## config.mk

```make
export PLATFORM = sky130hd
export DESIGN_NAME = exec_stage_mc
export DESIGN_NICKNAME = d
export VERILOG_FILES = /design/src/rtl/exec_stage_mc.sv
export SDC_FILE = /design/constraint.sdc
export NUM_CORES = 1
export LEC_CHECK = 0
export BUFFER_PORTS_ARGS = -buffer_cell sky130_fd_sc_hd__buf_2
export CORE_AREA = 2 2 211 213
export CTS_CLUSTER_SIZE = 8
export DETAILED_ROUTE_END_ITERATION = 10
export DIE_AREA = 0 0 213 215
export PLACE_DENSITY_LB_ADDON = 0.3
export SLEW_MARGIN = 20
export SYNTH_ARGS = -nofsm -noshare
export SYNTH_HDL_FRONTEND = slang
export SYNTH_SLANG_ARGS = --single-unit
export TNS_END_PERCENT = 20
```

## constraint.sdc

```tcl
create_clock -name clk -period 6.2 [get_ports clk]
set_input_delay 0.93 -clock clk [delete_from_list [all_inputs] [get_ports clk]]
set_output_delay 0.93 -clock clk [all_outputs]
set_load 0.1 [all_outputs]
```

## src/rtl/exec_stage_mc.sv

```systemverilog
// exec_stage_mc: execute stage between decode and memory access.
//
// Resolves rs1/rs2 through an operand forwarding network (own result first,
// then external sources in index order, then register-file data), selects the
// ALU operands, and runs three kinds of operation:
//   ALU     single cycle, result taken from the external combinational ALU
//   MULDIV  iterative unsigned mul/mulhu/divu/remu, one bit per cycle
//   EXT     start/done handshake to an external long-latency unit
// Multi-cycle operations hold every pipeline register and raise wait_out.
//
// Ports
//   clk, rst                          clock, synchronous active-high reset
//   stall, flush                      bubble request / kill in-flight op
//   ctl, op_class                     operation code and class
//   src_pc, src_imm, imm, pc_in       operand A/B select and sources
//   rs1_*/rs2_*                       source addresses, FP flags, read data
//   rd_in .. mem_read_in              destination and control fields
//   fwd_we/fwd_f/fwd_addr/fwd_data    external forwarding sources
//   alu_a, alu_b, alu_y               external ALU operands and result
//   ext_start/ext_ctl/ext_a/ext_b     external unit request
//   ext_done/ext_result               external unit response
//   rd_out .. mem_read_out, pc_out,
//   mem_wdata, result                 registered stage outputs
//   wait_out                          multi-cycle op in progress

module exec_stage_mc #(
    parameter int XLEN    = 32,
    parameter int RADDR_W = 5,
    parameter int NFWD    = 2,
    parameter int CTL_W   = 5
) (
    input  logic                    clk,
    input  logic                    rst,
    input  logic                    stall,
    input  logic                    flush,
    input  logic [CTL_W-1:0]        ctl,
    input  logic [1:0]              op_class,
    input  logic                    src_pc,
    input  logic                    src_imm,
    input  logic [XLEN-1:0]         imm,
    input  logic [XLEN-1:0]         pc_in,
    input  logic [RADDR_W-1:0]      rs1_addr,
    input  logic [RADDR_W-1:0]      rs2_addr,
    input  logic                    rs1_f,
    input  logic                    rs2_f,
    input  logic [XLEN-1:0]         rs1_data,
    input  logic [XLEN-1:0]         rs2_data,
    input  logic [RADDR_W-1:0]      rd_in,
    input  logic                    rdf_in,
    input  logic                    reg_write_in,
    input  logic                    mem_write_in,
    input  logic                    mem_read_in,
    input  logic [NFWD-1:0]         fwd_we,
    input  logic [NFWD-1:0]         fwd_f,
    input  logic [NFWD*RADDR_W-1:0] fwd_addr,
    input  logic [NFWD*XLEN-1:0]    fwd_data,
    output logic [XLEN-1:0]         alu_a,
    output logic [XLEN-1:0]         alu_b,
    input  logic [XLEN-1:0]         alu_y,
    output logic                    ext_start,
    output logic [CTL_W-1:0]        ext_ctl,
    output logic [XLEN-1:0]         ext_a,
    output logic [XLEN-1:0]         ext_b,
    input  logic                    ext_done,
    input  logic [XLEN-1:0]         ext_result,
    output logic [RADDR_W-1:0]      rd_out,
    output logic                    rdf_out,
    output logic                    reg_write_out,
    output logic                    mem_write_out,
    output logic                    mem_read_out,
    output logic [XLEN-1:0]         pc_out,
    output logic [XLEN-1:0]         mem_wdata,
    output logic [XLEN-1:0]         result,
    output logic                    wait_out
);

    localparam int         CNT_W      = $clog2(XLEN + 1);
    localparam logic [1:0] CLS_MULDIV = 2'd1;
    localparam logic [1:0] CLS_EXT    = 2'd2;

    logic [CNT_W-1:0]  cnt;
    logic              ext_pending;
    logic [2*XLEN-1:0] md_acc;
    logic [XLEN-1:0]   md_b;
    logic [1:0]        md_op;

    logic [XLEN-1:0]   fwd1, fwd2;
    logic              accept;

    logic [XLEN:0]     mul_sum;
    logic [2*XLEN-1:0] mul_next, div_next, md_next;
    logic [XLEN-1:0]   rem_sh, div_hi;
    logic              div_ge;

    // Lowest index is applied last so it wins; own result overrides all
    // external sources, and integer x0 always reads as zero.
    function automatic logic [XLEN-1:0] resolve(input logic [RADDR_W-1:0] addr,
                                                 input logic f,
                                                 input logic [XLEN-1:0] rdata);
        logic [XLEN-1:0] v;
        v = rdata;
        for (int i = NFWD - 1; i >= 0; i--) begin
            if (fwd_we[i] && fwd_addr[i*RADDR_W +: RADDR_W] == addr && fwd_f[i] == f)
                v = fwd_data[i*XLEN +: XLEN];
        end
        if (reg_write_out && rd_out == addr && rdf_out == f)
            v = result;
        if (addr == '0 && !f)
            v = '0;
        return v;
    endfunction

    assign fwd1 = resolve(rs1_addr, rs1_f, rs1_data);
    assign fwd2 = resolve(rs2_addr, rs2_f, rs2_data);

    assign alu_a = src_pc  ? pc_in : fwd1;
    assign alu_b = src_imm ? imm   : fwd2;

    assign wait_out  = (cnt != '0) || ext_pending;
    assign accept    = !wait_out && !stall && !flush;
    assign ext_start = accept && (op_class == CLS_EXT);
    assign ext_ctl   = ctl;
    assign ext_a     = fwd1;
    assign ext_b     = fwd2;

    // One iteration of the shared accumulator. Multiply: add multiplicand to
    // the upper half when the LSB is set, then shift right. Divide: shift left,
    // trial-subtract the divisor; the bit shifted out of the top means the
    // partial remainder already exceeds any XLEN-bit divisor, and the modular
    // subtraction still yields the correct low XLEN bits.
    always_comb begin
        mul_sum  = {1'b0, md_acc[2*XLEN-1:XLEN]} + (md_acc[0] ? {1'b0, md_b} : '0);
        mul_next = {mul_sum, md_acc[XLEN-1:1]};
        rem_sh   = md_acc[2*XLEN-2:XLEN-1];
        div_ge   = md_acc[2*XLEN-1] || (rem_sh >= md_b);
        div_hi   = div_ge ? (rem_sh - md_b) : rem_sh;
        div_next = {div_hi, md_acc[XLEN-2:0], div_ge};
        md_next  = md_op[1] ? div_next : mul_next;
    end

    always_ff @(posedge clk) begin
        if (rst || flush) begin
            rd_out        <= '0;
            rdf_out       <= 1'b0;
            reg_write_out <= 1'b0;
            mem_write_out <= 1'b0;
            mem_read_out  <= 1'b0;
            pc_out        <= '0;
            mem_wdata     <= '0;
            result        <= '0;
            cnt           <= '0;
            ext_pending   <= 1'b0;
            if (rst) begin
                md_acc <= '0;
                md_b   <= '0;
                md_op  <= '0;
            end
        end else if (wait_out) begin
            if (cnt != '0) begin
                cnt    <= cnt - CNT_W'(1);
                md_acc <= md_next;
                // mul/divu keep their answer in the low half, mulhu/remu high
                if (cnt == CNT_W'(1))
                    result <= md_op[0] ? md_next[2*XLEN-1:XLEN] : md_next[XLEN-1:0];
            end
            if (ext_pending && ext_done) begin
                result      <= ext_result;
                ext_pending <= 1'b0;
            end
        end else if (stall) begin
            rd_out        <= '0;
            rdf_out       <= 1'b0;
            reg_write_out <= 1'b0;
            mem_write_out <= 1'b0;
            mem_read_out  <= 1'b0;
            pc_out        <= '0;
            mem_wdata     <= '0;
            result        <= '0;
        end else begin
            rd_out        <= rd_in;
            rdf_out       <= rdf_in;
            reg_write_out <= reg_write_in;
            mem_write_out <= mem_write_in;
            mem_read_out  <= mem_read_in;
            pc_out        <= pc_in;
            mem_wdata     <= fwd2;
            case (op_class)
                CLS_MULDIV: begin
                    md_acc <= {{XLEN{1'b0}}, fwd1};
                    md_b   <= fwd2;
                    md_op  <= ctl[1:0];
                    cnt    <= CNT_W'(XLEN);
                end
                CLS_EXT: ext_pending <= 1'b1;
                default: result <= alu_y;
            endcase
        end
    end

endmodule

```

; Word-level counts from Yosys, hierarchy flattened
; Cells that the tools add are included.
; W data, S select, Z words.
[word_totals]
register_bits = 210
inputBits = 305
output_inout_bits = 240
elab_cells = 133
[op_classes]
add_sub_neg = 3
n_lt_le_gt_ge = 1
n_eq_ne = 26
muxes = 51
reduce_logical = 39
[op_table]
columns = operator, count
row1 = $mux W32, 26
row2 = $mux W64, 7
row3 = $add A32 B32 Y33, 1
row4 = $ge A32 B32 Y1, 1
row5 = $sub A32 B32 Y32, 1
row6 = $eq A5 B5 Y1, 6
row7 = $mux W6, 4
row8 = $logic_and A1 B1 Y1, 18
row9 = $ne A3 B1 Y1 const B, 5
row10 = $logic_not A5 Y1, 2
row11 = $mux W2, 5
row12 = $ne A2 B1 Y1 const B, 5
row13 = $reduce_and A3 Y1, 3
row14 = $mux W1, 8
row15 = $reduce_and A4 Y1, 2
row16 = $eq A1 B1 Y1, 6
row17 = $eq A6 B1 Y1 const B, 1
row18 = $reduce_bool A2 Y1, 3
row19 = $reduce_bool A6 Y1, 1
row20 = $sub A6 B1 Y6 const B, 1
row21 = $logic_not A1 Y1, 5
row22 = $mux W5, 1
row23 = $logic_or A1 B1 Y1, 3
row24 = $reduce_bool A3 Y1, 1
row25 = other kinds (4), 4

; Logic depth before layout (Yosys ltp)
; Gate-level depths: netlist of run 1.
[logic_depth]
depth_word = 11
ltp_mapped = 14

; Worst setup path before layout of run 1
; OpenSTA, ideal clock, no wires.
[synth_timing]
path_type = register to output
start = register rd_out[0]
end = output port alu_b[0]
t_arrival_ns = 4.938
required_time_ns = 5.270
path_slack_ns = 0.332
stages_incl_launch_ff = 8
path_cell_list = dfxtp_1 xnor2_1 nand4_1 nor4_1 clkbuf_1 a21oi_1 or2_2 o21ai_0
[synth_via]
elab_chain_len = 6
[synth_rtl]
columns = item, line
row1 = from (decl), 66  ; output logic [RADDR_W-1:0] rd_out,
row2 = from (signal assigned), 180  ; rd_out <= rd_in;
row3 = $eq A5 B5 Y1, 106  ; if (reg_write_out && rd_out == addr && rdf_out == f)
row4 = $logic_and A1 B1 Y1 (2 in series), 106
row5 = $mux W32, 106
row6 = $mux W32, 108  ; if (addr == '0 && !f)
row7 = $mux W32, 117  ; assign alu_b = src_imm ? imm : fwd2;
row8 = to (decl), 58  ; output logic [XLEN-1:0] alu_b,
; Every way passes these cells.

; Worst setup path after layout of run 1
[layout_timing]
start = input port rs1_addr[2]
end = output port alu_a[30]
[layout_via]
elab_chain_len = 8
word_cells_on_any_way = 16
[layout_rtl]
columns = item, line
row1 = from (decl), 42  ; input logic [RADDR_W-1:0] rs1_addr,
row2 = $eq A5 B5 Y1, 103  ; if (fwd_we[i] && fwd_addr[i*RADDR_W +: RADDR_W] == addr && fwd_f[i] == f)
row3 = $logic_and A1 B1 Y1 (2 in series), 103
row4 = $mux W32 (2 in series), 103
row5 = $mux W32, 106
row6 = $mux W32 (*), 108
row7 = $mux W32 (*), 116  ; assign alu_a = src_pc ? pc_in : fwd1;
row8 = to (decl), 57  ; output logic [XLEN-1:0] alu_a,
; Every way passes the cells marked *; elsewhere a longest branch is shown, timed or not.

==> run_results.csv, run 1 <==
group,metric,value,unit
worst_hold_path,hold_critical_path_endpoint,"mem_wdata[13]",
grt,antenna_found_initial,24,
clock_network,holdBufCountCts,0,
drt,drt_drc_violations_left,0,
sta,maxClockFrequency,199,MHz
power,vdd.ir_drop.worst,0.533,mV
placement,post-dp-hpwl,73200,microns
placement,post-place-ws,1.19,ns
placement,buffer_ports.inserted,538,
drt,dr.pass1.iters,5,
power,psw,6.51,mW
layout,num-nets-final,2918,
floorplanning,start_util,38.0,%
clock_network,cts_tree,"yes",
floorplanning,placeableCoreArea,43600,sq um
clock_network,cts.sink_count,210,
worst_setup_path,r2r-end,"result[22]",
clock_network,root_buffer,"sky130_fd_sc_hd__clkbuf_16",
yosys,ffs_w_async_s_r_synth,0,%
yosys,ys_ff_latch,210,
yosys,post_synthesis_sequential_area_ratio,31.3,%
placement,dp.cells,3102,
yosys,synth_area_per_cell,7.96,sq um
sta,finalSetupViolCount,0,
sta,worst_clock_skew,0.0274,ns
floorplanning,die-area,45800,sq um
worst_setup_path,critPathArrivalTime,4.10,ns
drt,antenna_left,0,
grt,groute.usage.overall,38.7,%
sta,final-hold-violation-count,0,
clock_network,clk_transition_reported_paths,0.05,ns
yosys,synth_fp_nets,2458,
sta,fin_hold_ws,0.447,ns
yosys,library_cell_with_the_largest_summed_area_after_synthesis,"sky130_fd_sc_hd__edfxtp_1",
yosys,synth.most_common_cell,"sky130_fd_sc_hd__nor2_1",
worst_hold_path,beginning_of_the_worst_hold_path,"mem_wdata[13]",
drt,avgViaCountPerCell,6.01,
yosys,ys_top_cells_by_area,"sky130_fd_sc_hd__edfxtp_1, sky130_fd_sc_hd__dfxtp_1, sky130_fd_sc_hd__a211oi_1, sky130_fd_sc_hd__o21ai_0, sky130_fd_sc_hd__ha_1",
yosys,synth_edf_count,98,
clock_network,clock_latency,0.61,ns
worst_setup_path,worstSetupStartpointType,"input port",
yosys,synth_cell_types,79,
power,seq_power_share,21.9,%
power,power_per_unit_of_standard_cell_area,545,nW/um^2
grt,globalRoute.totalOverflow,0,
sta,timing.final.max_slew_violations,0,
yosys,syn_inst,2083,
power,power.share.switching,57.7,%
power,clkPwrFrac,14.8,%
outcome,run_status,"completed",
drt,detailed_route_wire_length,91500,microns
worst_hold_path,hold_path_depth,2,
yosys,netlist.area_leader.share,17.7,%
floorplanning,floorplan.die.height,215,microns
worst_setup_path,crit_path_end_kind,"output port",
layout,area_delta_synth_final,25.0,%
layout,layout-drive-gt1-share,28.0,%
floorplanning,ioPinCount,545,
yosys,synth.cell_area,16600,sq um
worst_setup_path,timing.setup.critical_path_class,"input port to output port",
clock_network,cts.repair_timing.setup_buffer_count,0,
yosys,synth-main-ff-cell,"sky130_fd_sc_hd__dfxtp_1",
placement,routabilityCongestion,1.01,
sta,rsz0062_at_grt,"no",
layout,finish.cell_count_without_fillers,3170,
clock_network,cts_htree_levels,1,
worst_setup_path,crit_path_max_fanout,48,
grt,maximum_number_of_pins_on_one_net_before_global_route_repair,65,
floorplanning,dieWidth,213,microns
floorplanning,num_rows,77,
power,power_frac_comb,63.3,%
grt,first_global_vias,17800,
drt,drt_iter0_drc,2299,
clock_network,post_cts_resize_count,0,
grt,first_pass_grt_wire_length,127000,microns
worst_setup_path,regToRegStartpoint,"md_acc[0]",
sta,timing_worst_slew_pin_value,1.13,ns
power,internal-power,4.78,mW
clock_network,clock_buffers_created_by_tritoncts,31,
yosys,yosys_warnings,0,
drt,wl_per_cell,28.9,microns
sta,max_slew_margin,24.0,%
drt,via_count,19100,
worst_setup_path,reg2reg_setup_slack,1.68,ns
sta,minimum_clock_period,5.03,ns
sta,fin_tns_setup,0,ns
worst_setup_path,r2r_cells,12,
layout,final.fill_count,4487,
worst_setup_path,cp.required,5.27,ns
sta,fin_crit_sh,81.1,%
power,leakage_power_of_the_design,9.39,nW
clock_network,max-clock-path-buffers,3,
worst_hold_path,holdCritPathClass,"flop to flop",
yosys,synthTopCellsByCount,"sky130_fd_sc_hd__nor2_1, sky130_fd_sc_hd__nand2_1, sky130_fd_sc_hd__o21ai_0",
flow_run,max_cap_viol_count,0,
sta,post-route-worst-setup-slack,1.17,ns
[registers in the layout, indices dropped and copies added (netlist names)]
register / flops
pc_out: 32
ext_pending: 1
rdf_out: 1
mem_write_out: 1
md_acc: 64
md_b: 32
result: 32
reg_write_out: 1
md_op: 2
mem_read_out: 1
rd_out: 5
mem_wdata: 32
cnt: 6
[routing by layer]
metal	global-route usage, %	share of wire (%)	routed length, microns	up-vias
li1	-	-	-	8498
met2	59.5	44	40400	1190
met5	0	0.11	97	-
met1	52.2	40	36400	9160
met4	16.1	4.7	4280	16
met3	8.68	11	10300	190
[how the worst max path moves through the flow]
stage | from | to | cells past startpoint
6_report | rs1_addr[2] | alu_a[30] | 10
3_3_place_gp | rs1_addr[2] | alu_a[30] | 10
3_5_place_dp | rs1_addr[2] | alu_a[30] | 10
2_1_floorplan | rd_out[0] | alu_b[0] | 7
4_1_cts | rs1_addr[2] | alu_a[30] | 10
5_1_grt | rs2_addr[2] | alu_b[2] | 10
[area by class of cell]
class	instances	area [sq um]	share of cell area, %
multi-input combinational	1613	10500	50.5
sequential	210	5180	25.0
timing repair buffer	570	2950	14.2
clock buffer	52	865	4.17
tap	592	741	3.57
inverter	117	439	2.12
clock inverter	3	55.1	0.266
antenna	13	32.5	0.157
[critical path: stages]
cell and delay [ns]:
sky130_fd_sc_hd__buf_2 0.16, sky130_fd_sc_hd__xnor2_1 0.18, sky130_fd_sc_hd__nand4_1 0.11, sky130_fd_sc_hd__or4_2 0.78
sky130_fd_sc_hd__buf_4 0.37, sky130_fd_sc_hd__a211oi_1 0.42, sky130_fd_sc_hd__a21oi_1 0.07, sky130_fd_sc_hd__or2_2 0.41
sky130_fd_sc_hd__o21ai_0 0.17, sky130_fd_sc_hd__buf_2 0.46
[power by group through the flow]
stage	combinational, mW	clock, mW	sequential (mW)
after global routing	7.50	1.74	2.48
after global placement	6.96	0	2.47
final	7.15	1.67	2.48
after CTS	7.00	1.69	2.44
after floorplan	4.03	0	3.24
after detailed placement	6.97	0	2.47
[layout by cell type, fill, tap and decap left out, types with 31 or more instances in the layout]
master and count:
sky130_fd_sc_hd__and2_1 41, sky130_fd_sc_hd__inv_1 117, sky130_fd_sc_hd__mux2i_1 79, sky130_fd_sc_hd__a22o_1 41, sky130_fd_sc_hd__nand2_1 209, sky130_fd_sc_hd__edfxtp_1 98, sky130_fd_sc_hd__clkbuf_16 31, sky130_fd_sc_hd__a21oi_1 155
sky130_fd_sc_hd__ha_1 68, sky130_fd_sc_hd__a211oi_1 130, sky130_fd_sc_hd__xnor2_1 45, sky130_fd_sc_hd__buf_2 537, sky130_fd_sc_hd__nor2_1 210, sky130_fd_sc_hd__o21ai_0 174, sky130_fd_sc_hd__buf_4 32, sky130_fd_sc_hd__xor2_1 35
sky130_fd_sc_hd__or2_2 54, sky130_fd_sc_hd__dfxtp_1 112
[through the flow]
stage / power [mW] / area [sq um] / util [%]
after floorplan: 7.27 / 16600 / -
after global placement: 9.43 / 19800 / 45.3
after detailed placement: 9.44 / 19800 / 45.3
after CTS: 11.1 / 20700 / 47.4
after global routing: 11.7 / 20700 / 47.4
final: 11.3 / 20700 / 47.5
[kinds of logic (layout without fill, tap and decap cells)]
kind of cell             count (synthesis)  count (layout)  synth area share (%)
AO/OA/AOI/OAI                          687             687                  27.2
multiplexers                           108             108                  6.87
adder cells (fa/ha/maj)                 70              70                  5.37
other                                    0              13                     0
XOR/XNOR                                80              80                  4.23
flip-flops                             210             210                  31.3
AND/OR/NAND/NOR                        668             668                  18.9
buffers and inverters                  260             742                  6.17
(Power assumes the default switching activity.)
==> run 2, diff against run 1 <==
--- a/config.mk
+++ b/config.mk
@@ -6,10 +6,10 @@
 export NUM_CORES = 1
 export LEC_CHECK = 0
 export BUFFER_PORTS_ARGS = -buffer_cell sky130_fd_sc_hd__buf_2
-export CORE_AREA = 2 2 211 213
+export CORE_AREA = 2 2 215 217
 export CTS_CLUSTER_SIZE = 8
 export DETAILED_ROUTE_END_ITERATION = 10
-export DIE_AREA = 0 0 213 215
+export DIE_AREA = 0 0 217 219
 export PLACE_DENSITY_LB_ADDON = 0.3
 export SLEW_MARGIN = 20
 export SYNTH_ARGS = -nofsm -noshare
==> constraint.sdc (replaced) <==
create_clock -name clk -period 4.3 [get_ports clk]
set_input_delay 0.645 -clock clk [delete_from_list [all_inputs] [get_ports clk]]
set_output_delay 0.645 -clock clk [all_outputs]
set_load 0.1 [all_outputs]
==> run 2 against run 1 <==
  * Die area up 3.8%
  * Clock power up 44%
  * Count of clock-buffer cells in the layout up 1
  * Routed wire length up 5.6%
  * Clock skew down 0.0020 ns
  * Register-to-register slack worse by 1.3 ns
  * Sequential power up 47%
  * Sequential share of layout area down 2.5 points
  * Global-route usage up 0.55 points
  * Worst hold slack worse by 0.20 ns
  * Cell count up 1.7%
  * Non-clock buffer count up 28
  * Largest cell class unchanged
==> run_results.csv, run 2 (synthesis gave the netlist of run 1 again) <==
group,metric,value,unit
outcome,run_status,"completed",
floorplanning,ioPinCount,545,
clock_network,cts_tree,"yes",
drt,drt_drc_violations_left,0,
floorplanning,placeableCoreArea,45100,sq um
drt,detailed_route_wire_length,96600,microns
clock_network,holdBufCountCts,0,
floorplanning,start_util,36.8,%
worst_setup_path,critPathArrivalTime,3.41,ns
sta,timing.final.max_slew_violations,0,
grt,groute.usage.overall,39.3,%
clock_network,clk_transition_reported_paths,0.05,ns
placement,dp.cells,3138,
sta,final-hold-violation-count,0,
clock_network,cts.repair_timing.setup_buffer_count,0,
clock_network,max-clock-path-buffers,3,
worst_setup_path,worstSetupStartpointType,"input port",
drt,avgViaCountPerCell,6.08,
sta,finalSetupViolCount,0,
floorplanning,dieWidth,217,microns
flow_run,max_cap_viol_count,0,
layout,layout-drive-gt1-share,29.6,%
power,leakage_power_of_the_design,10.2,nW
layout,layout_common_cells,"sky130_fd_sc_hd__buf_2, sky130_fd_sc_hd__nor2_1, sky130_fd_sc_hd__nand2_1",
sta,fin_crit_sh,94.3,%
clock_network,cts.sink_count,210,
floorplanning,floorplan.die.height,219,microns
drt,wirelength_met1,37400,microns
worst_setup_path,crit_path_end_kind,"output port",
grt,antenna_found_initial,47,
worst_setup_path,crit_path_max_fanout,64,
layout,largest_register_ffs,64,
worst_setup_path,timing.setup.critical_path_class,"input port to output port",
drt,antenna_left,0,
layout,layout.cells.most_common,"sky130_fd_sc_hd__buf_2",
power,power_per_unit_of_standard_cell_area,741,nW/um^2
worst_setup_path,cp.required,3.65,ns
clock_network,clock_latency,0.61,ns
clock_network,clock_buffers_created_by_tritoncts,31,
drt,met3WireLength,12400,microns
clock_network,post_cts_resize_count,0,
placement,buffer_ports.inserted,538,
floorplanning,die-area,47500,sq um
clock_network,root_buffer,"sky130_fd_sc_hd__clkbuf_16",
placement,dpl-instance-area,22000,sq um
grt,first_global_vias,18200,
drt,top_layer_used,"met5",
layout,area_delta_synth_final,38.8,%
placement,routabilityCongestion,0.983,
sta,maxClockFrequency,247,MHz
worst_hold_path,holdCritPathClass,"input port to flop",
layout,num-nets-final,2946,
power,vdd.ir_drop.worst,0.840,mV
grt,globalRoute.totalOverflow,0,
drt,drt_iter0_drc,2684,
layout,finish.cell_count_without_fillers,3224,
layout,final.fill_count,4404,
sta,minimum_clock_period,4.05,ns
clock_network,cts_htree_levels,1,
layout,regMostFlops,"md_acc",
drt,met2_length,42000,microns
grt,first_pass_grt_wire_length,134000,microns
drt,wl_per_cell,30.0,microns
drt,via_count,19600,
grt,maximum_number_of_pins_on_one_net_before_global_route_repair,112,
floorplanning,num_rows,78,
sta,worst_clock_skew,0.0253,ns
sta,max_slew_margin,25.7,%
drt,dr.pass1.iters,6,
sta,timing_worst_slew_pin_value,1.11,ns
layout,final_cell_area,23000,sq um
placement,post-dp-hpwl,78000,microns
sta,rsz0062_at_grt,"no",
[run 2: cell count changes in the layout (fill, tap and decap cells not counted), moves of 2 or more]
cell | previous run | this run
sky130_fd_sc_hd__buf_12 | 1 | 132
sky130_fd_sc_hd__buf_2 | 537 | 414
sky130_fd_sc_hd__buf_4 | 32 | 52
sky130_fd_sc_hd__clkbuf_8 | 1 | 3
sky130_fd_sc_hd__diode_2 | 13 | 32
sky130_fd_sc_hd__o21ai_0 | 174 | 110
sky130_fd_sc_hd__o21ai_1 | 7 | 46
sky130_fd_sc_hd__o21ai_2 | 0 | 26
[run 2: area by class of cell]
cell class,instances,area (sq um),share of cell area [%]
antenna,32,80.1,0.348
clock buffer,53,888,3.86
clock inverter,1,20.0,0.0870
inverter,117,439,1.91
multi-input combinational,1613,10500,45.8
sequential,210,5180,22.5
tap,600,751,3.26
timing repair buffer,598,5100,22.2
[run 2: through the flow]
| stage | power (mW) | hold WS (ns) | worst slack (ns) | util, % | TNS (ns) |
|---|---|---|---|---|---|
| 6_report | 17.1 | 0.252 | 0.245 | 51.0 | 0 |
| 5_1_grt | 17.6 | 0.249 | 0.163 | 50.9 | 0 |
| 4_1_cts | 16.7 | 0.234 | 0.301 | 50.9 | 0 |
| 3_5_place_dp | 14.3 | 0.440 | 0.306 | 48.8 | 0 |
| 3_3_place_gp | 14.3 | 0.433 | 0.312 | 48.8 | 0 |
| 2_1_floorplan | 10.5 | 0.486 | -0.516 | - | -28.18 |
[run 2: worst paths after layout]
path	start	endpoint	slack, ns	cells past startpoint
worst min-delay path	mem_write_in	mem_write_out	0.25	2
worst min register to register	mem_wdata[5]	mem_wdata[5]	0.45	2
worst max-delay path	rs1_f	alu_a[27]	0.25	9
worst max register to register	md_acc[0]	md_acc[60]	0.36	13
[run 2: worst max-delay path, cell delays in order]
cell and delay (ns):
sky130_fd_sc_hd__buf_2 0.14, sky130_fd_sc_hd__xor2_1 0.16, sky130_fd_sc_hd__or4_2 0.70, sky130_fd_sc_hd__buf_12 0.22, sky130_fd_sc_hd__a211oi_1 0.37, sky130_fd_sc_hd__a21oi_1 0.09
sky130_fd_sc_hd__or2_1 0.47, sky130_fd_sc_hd__o21ai_1 0.34, sky130_fd_sc_hd__buf_12 0.22
[run 2: per-layer routing]
metal | global-route usage (%) | vias to the layer above
met5 | 0 | -
met4 | 16.4 | 28
met3 | 12.9 | 277
met2 | 60.2 | 1322
met1 | 50.6 | 9375
li1 | - | 8584
[run 2: where the power goes]
part	internal [mW]	switching, mW
clock network	1.38	1.03
registers	2.78	0.855
logic	3.18	7.83
